## src/rtl/irq_controller_pkg.sv

```systemverilog
// Shared constants, state encoding and the fixed-priority helper for the interrupt controller.
package irq_controller_pkg;

  localparam int unsigned IRQ_NUM  = 8;
  localparam int unsigned IRQ_NO_W = 3;

  localparam logic [1:0] IRQ_IDLE = 2'd0;
  localparam logic [1:0] IRQ_REQ  = 2'd1;
  localparam logic [1:0] IRQ_SERV = 2'd2;

  typedef enum logic [1:0] {
    StIdle = IRQ_IDLE,
    StReq  = IRQ_REQ,
    StServ = IRQ_SERV
  } irq_state_e;

  // Lowest set index wins; returns 0 for an empty vector.
  function automatic logic [IRQ_NO_W-1:0] prio_lowest(input logic [IRQ_NUM-1:0] vec);
    prio_lowest = '0;
    for (int i = IRQ_NUM - 1; i >= 0; i--) begin
      if (vec[i]) begin
        prio_lowest = IRQ_NO_W'(i);
      end
    end
  endfunction

endpackage

```

## src/rtl/irq_controller_sync.sv

```systemverilog
// One interrupt line: SYNC_STAGES-deep synchroniser followed by a prev flop for edge detection.
module irq_sync #(
  parameter int unsigned SYNC_STAGES = 2
) (
  input  logic clk,
  input  logic rst,
  input  logic irq_in,
  output logic sync,
  output logic rise
);

  if (SYNC_STAGES < 2) begin : g_bad_depth
    $error("irq_sync: SYNC_STAGES must be at least 2");
  end

  logic [SYNC_STAGES-1:0] stages_q;
  logic                   prev_q;

  always_ff @(posedge clk) begin
    if (!rst) begin
      stages_q <= '0;
      prev_q   <= 1'b0;
    end else begin
      stages_q <= {stages_q[SYNC_STAGES-2:0], irq_in};
      prev_q   <= stages_q[SYNC_STAGES-1];
    end
  end

  assign sync = stages_q[SYNC_STAGES-1];
  assign rise = sync & ~prev_q;

endmodule

```

## src/rtl/irq_controller.sv

```systemverilog
// Eight-source interrupt controller: synchronise, latch/mask, fixed-priority select, and hold the
// request to the core until ack, then track in-service until eoi.
module irq_controller
  import irq_controller_pkg::*;
#(
  parameter int unsigned        SYNC_STAGES = 2,
  parameter logic [IRQ_NUM-1:0] EDGE_MASK   = 8'hFF,
  parameter logic [IRQ_NUM-1:0] MASK_RESET  = 8'h00
) (
  input  logic       clk,
  input  logic       rst,
  input  logic [7:0] irq_in,
  input  logic       mask_wen,
  input  logic [7:0] mask_wdata,
  input  logic       ack,
  input  logic       eoi,
  output logic       interrupter,
  output logic [2:0] interrupter_no,
  output logic       in_service,
  output logic [7:0] pending,
  output logic [7:0] mask
);

  logic [IRQ_NUM-1:0] sync_vec;
  logic [IRQ_NUM-1:0] rise_vec;

  for (genvar g = 0; g < IRQ_NUM; g++) begin : g_sync
    irq_sync #(
      .SYNC_STAGES(SYNC_STAGES)
    ) u_irq_sync (
      .clk   (clk),
      .rst   (rst),
      .irq_in(irq_in[g]),
      .sync  (sync_vec[g]),
      .rise  (rise_vec[g])
    );
  end

  irq_state_e          state_q;
  logic                interrupter_q;
  logic                in_service_q;
  logic [IRQ_NO_W-1:0] irq_no_q;

  logic [IRQ_NUM-1:0]  pending_q;
  logic [IRQ_NUM-1:0]  pending_d;
  logic [IRQ_NUM-1:0]  mask_q;
  logic [IRQ_NUM-1:0]  eligible;
  logic [IRQ_NUM-1:0]  ack_clr;
  logic                ack_taken;

  assign ack_taken = (state_q == StReq) && ack;
  assign eligible  = pending_q & mask_q;

  // A fresh edge in the ack cycle beats the clear, so the new request is not lost.
  always_comb begin
    pending_d = pending_q;
    ack_clr   = ack_taken ? (IRQ_NUM'(1) << irq_no_q) : '0;
    for (int i = 0; i < IRQ_NUM; i++) begin
      if (EDGE_MASK[i]) begin
        pending_d[i] = rise_vec[i] | (pending_q[i] & ~ack_clr[i]);
      end else begin
        pending_d[i] = sync_vec[i];
      end
    end
  end

  always_ff @(posedge clk) begin
    if (!rst) begin
      pending_q <= '0;
      mask_q    <= MASK_RESET;
    end else begin
      pending_q <= pending_d;
      if (mask_wen) begin
        mask_q <= mask_wdata;
      end
    end
  end

  always_ff @(posedge clk) begin
    if (!rst) begin
      state_q       <= StIdle;
      interrupter_q <= 1'b0;
      in_service_q  <= 1'b0;
      irq_no_q      <= '0;
    end else begin
      unique case (state_q)
        StIdle: begin
          if (eligible != '0) begin
            state_q       <= StReq;
            interrupter_q <= 1'b1;
            irq_no_q      <= prio_lowest(eligible);
          end
        end
        StReq: begin
          if (ack) begin
            state_q       <= StServ;
            interrupter_q <= 1'b0;
            in_service_q  <= 1'b1;
          end else if (!eligible[irq_no_q]) begin
            // Withdrawn; arbitration restarts from idle on the following cycle.
            state_q       <= StIdle;
            interrupter_q <= 1'b0;
          end
        end
        StServ: begin
          if (eoi) begin
            state_q      <= StIdle;
            in_service_q <= 1'b0;
          end
        end
        default: begin
          state_q       <= StIdle;
          interrupter_q <= 1'b0;
          in_service_q  <= 1'b0;
        end
      endcase
    end
  end

  assign interrupter    = interrupter_q;
  assign interrupter_no = irq_no_q;
  assign in_service     = in_service_q;
  assign pending        = pending_q;
  assign mask           = mask_q;

endmodule

```

## config.mk

```make
export PLATFORM = sky130hd
export DESIGN_NAME = irq_controller
export DESIGN_NICKNAME = d
export VERILOG_FILES = /design/src/rtl/irq_controller_pkg.sv /design/src/rtl/irq_controller_sync.sv /design/src/rtl/irq_controller.sv
export SDC_FILE = /design/constraint.sdc
export NUM_CORES = 1
export LEC_CHECK = 0
export ABC_AREA = 0
export CAP_MARGIN = 20
export CORE_MARGIN = 2
export CORE_UTILIZATION = 50
export CTS_CLUSTER_SIZE = 40
export DETAILED_ROUTE_END_ITERATION = 12
export GPL_ROUTABILITY_DRIVEN = 0
export MAX_ROUTING_LAYER = met4
export PLACE_DENSITY = 0.81
export SLEW_MARGIN = 10
export SYNTH_ARGS = -nofsm -noshare
export SYNTH_HDL_FRONTEND = slang
export SYNTH_SLANG_ARGS = --single-unit
```

## constraint.sdc

```tcl
create_clock -name clk -period 4.2 [get_ports clk]
set_input_delay 0.84 -clock clk [delete_from_list [all_inputs] [get_ports clk]]
set_output_delay 0.84 -clock clk [all_outputs]
set_load 0.05 [all_outputs]
```

==> impl_metrics.yaml <==
run_status:
  status: "finished clean"
route:
  drc: 0
  viasPerCell: 5.15
  antenna_left: 0
  route.detailed.wl_per_inst_um: 13.0
  detailroute.via_count: 1323
  drt_iter0_markers: 37
  detail_route.wirelength_mm: 3.33
  drtPass1Iterations: 4
synthesis:
  seq_area_frac_synth_pct: 53.8
  async_flop_share_pct: 0
  ys_types: 30
  synth.area.top_cells: "sky130_fd_sc_hd__dfxtp_1 (54%), sky130_fd_sc_hd__and2_1 (8.6%), sky130_fd_sc_hd__mux2i_1 (4.6%), sky130_fd_sc_hd__a21boi_0 (4.3%), sky130_fd_sc_hd__nand2b_1 (3.9%)"
  synth_area_per_cell_sq_um: 10.3
  yosysWarnings: 0
  synth_edf_count: 0
  postSynthNetCount: 191
  yosysTopAreaCell: "sky130_fd_sc_hd__dfxtp_1"
  yosys_most_used_dff: "sky130_fd_sc_hd__dfxtp_1"
  yosys.area.top_type_share_pct: 53.8
  flip_flop_and_latch_count_after_synthesis: 47
  synth_area_sq_um: 1750
  synth_cells: 170
worst_hold_path:
  min-delay-path-class: "flip-flop to flip-flop"
  whs_path_depth: 1
  hold_path_startpoint: "g_sync[4].u_irq_sync.stages_q[0]$_SDFF_PN0_"
  holdPathEnd: "g_sync[4].u_irq_sync.stages_q[1]$_SDFF_PN0_"
timing:
  fin_crit_ps: 2640
  finalClockSkew_ps: 11.4
  final-max-slew-violation-count: 0
  timing_hold_violations_final: 0
  fin_worst_hold_slack_ps: 451
  worst_slew_pin_slew_ps: 594
  post-route-period-util_pct: 62.9
  max_slew_margin_pct: 60.4
  setup_repair_after_global_routing_missed_its_margin: "false"
  setup-tns-final_ps: 0
  setup-violations-final: 0
  fmax_mhz: 379
critical_path:
  r2r-end: "interrupter$_SDFFE_PN0P_"
  worstPathBufferInverterCount: 1
  delay_contributed_by_the_slowest_stage_of_the_critical_path_ps: 880
  setup.worst_path.end_class: "output port"
  worst_path_arrival_ps: 1800
  start_kind: "flip-flop"
  worstPathRequired_ps: 3360
  reg2reg_depth: 3
  critPathTopFamily: "buffers and inverters"
  worst-r2r-setup-slack_ps: 2640
  crit_chain: "clkdlybuf4s50_1"
  critical_path.slowest_cell: "sky130_fd_sc_hd__clkdlybuf4s50_1"
  worst_r2r_startpoint: "interrupter_no[0]$_SDFFE_PN0P_"
  critPathMaxFanout: 9
  type_of_the_worst_setup_path: "flip-flop to output port"
global_routing:
  grt_start_max_net_pins: 49
  groute.layer.met2.usage_pct: 32.2
  total_gr_overflow: 0
  grt_first_pass_wirelength_mm: 5.83
  grt_antenna_before_repair: 0
  met1_routing_resource_usage_after_global_routing_pct: 21.8
  gr-usage-all-layers_pct: 19.3
  global_route.usage.met3_pct: 4.64
  most_crowded_layer_after_global_routing: "met2"
  grt_pass1_vias: 1292
cts:
  cts_tree: "built"
  clk-insertion-delay-late_ps: 370
  ctsHtreeMaxLevel: 2
  cts.path.max_buffers: 2
  cts_repair_resize_count: 0
  cts-root-buf: "sky130_fd_sc_hd__clkbuf_4"
  cts_buffers: 5
  post-cts-setup-buffer-count: 0
  cts_sinks: 47
  clk_pin_slew_worst_paths_ps: 140
  cts.hold.buffers_added: 0
pwr:
  p_per_area_nw_per_um2: 373
  power_leakage_nw: 0.816
  pwr-share-seq_pct: 58.2
  switching_power_mw: 0.239
  p_int_mw: 0.594
  part_of_the_power_in_the_clock_network_pct: 27.1
  power.switching_fraction_pct: 28.7
  power.share.combinational_pct: 14.7
  irDropWorstVdd_mv: 0.306
layout:
  synthToLayoutAreaGrowth_pct: 28.0
  num-nets-final: 231
  post-route-cell-area_sq_um: 2240
  num-fill-cells: 287
  layout.cells.non_filler: 257
  layout-drive-gt1-share_pct: 6.64
  multiInputGateArea_sq_um: 764
  sequential_cell_area_sq_um: 941
  layout.core_utilization_pct: 67.0
  antenna_cells: 0
floorplan:
  std_cell_rows: 21
  top_level_ports: 42
  floorplan.initialDensity_pct: 52.4
  design.core.area_sq_um: 3340
  die_height_um: 63.1
  dieWidth_um: 63.1
  die-area_sq_um: 3980
place:
  place.detailed.instances: 249
  post_dp_cell_area_sq_um: 2180
  post-dp-hpwl_mm: 2.38
  placement.io_buffers: 41
flow_run:
  drv.max_cap_violation_count: 0
-- cell usage after synthesis (all sizes together) (2+ instances only) --
| cell | instances |
|---|---|
| a21oi | 4 |
| a21boi | 10 |
| nand2b | 11 |
| a22oi | 4 |
| nor2 | 4 |
| and2 | 24 |
| o21ai | 8 |
| nand2 | 14 |
| nor2b | 8 |
| o31ai | 2 |
| clkbuf | 6 |
| dfxtp | 47 |
| or2 | 2 |
| mux2i | 8 |
| buf | 2 |
| mux4 | 2 |
| nor3b | 2 |
-- layer usage --
layer | vias to the layer above | share of wire [%]
li1 | 657 | -
met1 | 615 | 42
met2 | 40 | 50
met3 | 11 | 5.4
met4 | 0 | 2.7
met5 | - | 0
-- sequential cells by signal, indices dropped and copies added, names as in the netlist --
register / flops
interrupter: 1
interrupter_no: 3
mask: 8
state_q: 2
in_service: 1
g_sync.u_irq_sync.stages_q: 16
g_sync.u_irq_sync.prev_q: 8
pending: 8
-- cell usage in the layout, fill, tap and decap left out, types with 2 or more instances in the layout --
master,n
sky130_fd_sc_hd__mux2i_1,8
sky130_fd_sc_hd__nor3b_1,2
sky130_fd_sc_hd__and2_1,24
sky130_fd_sc_hd__dfxtp_1,47
sky130_fd_sc_hd__a22oi_1,4
sky130_fd_sc_hd__or2_2,2
sky130_fd_sc_hd__o31ai_1,2
sky130_fd_sc_hd__mux4_2,2
sky130_fd_sc_hd__o21ai_0,8
sky130_fd_sc_hd__nor2_1,4
sky130_fd_sc_hd__nand2b_1,11
sky130_fd_sc_hd__a21oi_1,4
sky130_fd_sc_hd__clkbuf_4,5
sky130_fd_sc_hd__a21boi_0,10
sky130_fd_sc_hd__clkdlybuf4s50_1,40
sky130_fd_sc_hd__nor2b_1,8
sky130_fd_sc_hd__nand2_1,14
-- cell type report --
cell class / instances / area share, %
Clock buffer: 5 / 1.68
Clock inverter: 3 / 1.23
Inverter: 1 / 0.168
Multi-Input combinational cell: 114 / 34.2
Sequential cell: 47 / 42.1
Tap cell: 46 / 2.57
Timing Repair Buffer: 41 / 18.1
-- per-stage QoR --
step	power (mW)	setup WS, ps
floorplan	0.568	2450
CTS	0.845	1550
global route	0.879	1460
finish	0.834	1560
detailed placement	0.619	1610
global placement	0.615	1710
-- power groups by stage --
stage          Combinational [mW]  Clock, mW  Sequential (mW)
6_report                    0.123      0.226            0.485
5_1_grt                     0.132      0.258            0.489
4_1_cts                     0.125      0.234            0.485
3_5_place_dp                0.124          0            0.495
3_3_place_gp                0.122          0            0.494
2_1_floorplan              0.0395          0            0.529
-- cell families (layout without fill, tap and decap cells) --
logic type             Yosys count  after routing  synth area share, %
AND/OR/NAND/NOR                 69             69                 22.5
flip-flops                      47             47                 53.8
AO/OA/AOI/OAI                   35             35                 14.1
multiplexers                    10             10                 7.16
buffers and inverters            9             50                 2.43
-- worst max path at each step --
stage                                         startpoint                        endpoint  slack (ps)  depth (start not counted)
after detailed placement                             rst  interrupter_no[0]$_SDFFE_PN0P_        1610                          4
final                     interrupter_no[1]$_SDFFE_PN0P_               interrupter_no[1]        1560                          1
after CTS                 interrupter_no[1]$_SDFFE_PN0P_               interrupter_no[1]        1550                          1
after global routing      interrupter_no[1]$_SDFFE_PN0P_               interrupter_no[1]        1460                          1
after floorplan           interrupter_no[1]$_SDFFE_PN0P_        interrupter$_SDFFE_PN0P_        2450                          4
after global placement                               rst  interrupter_no[0]$_SDFFE_PN0P_        1710                          4
(Power assumes the default switching activity.)
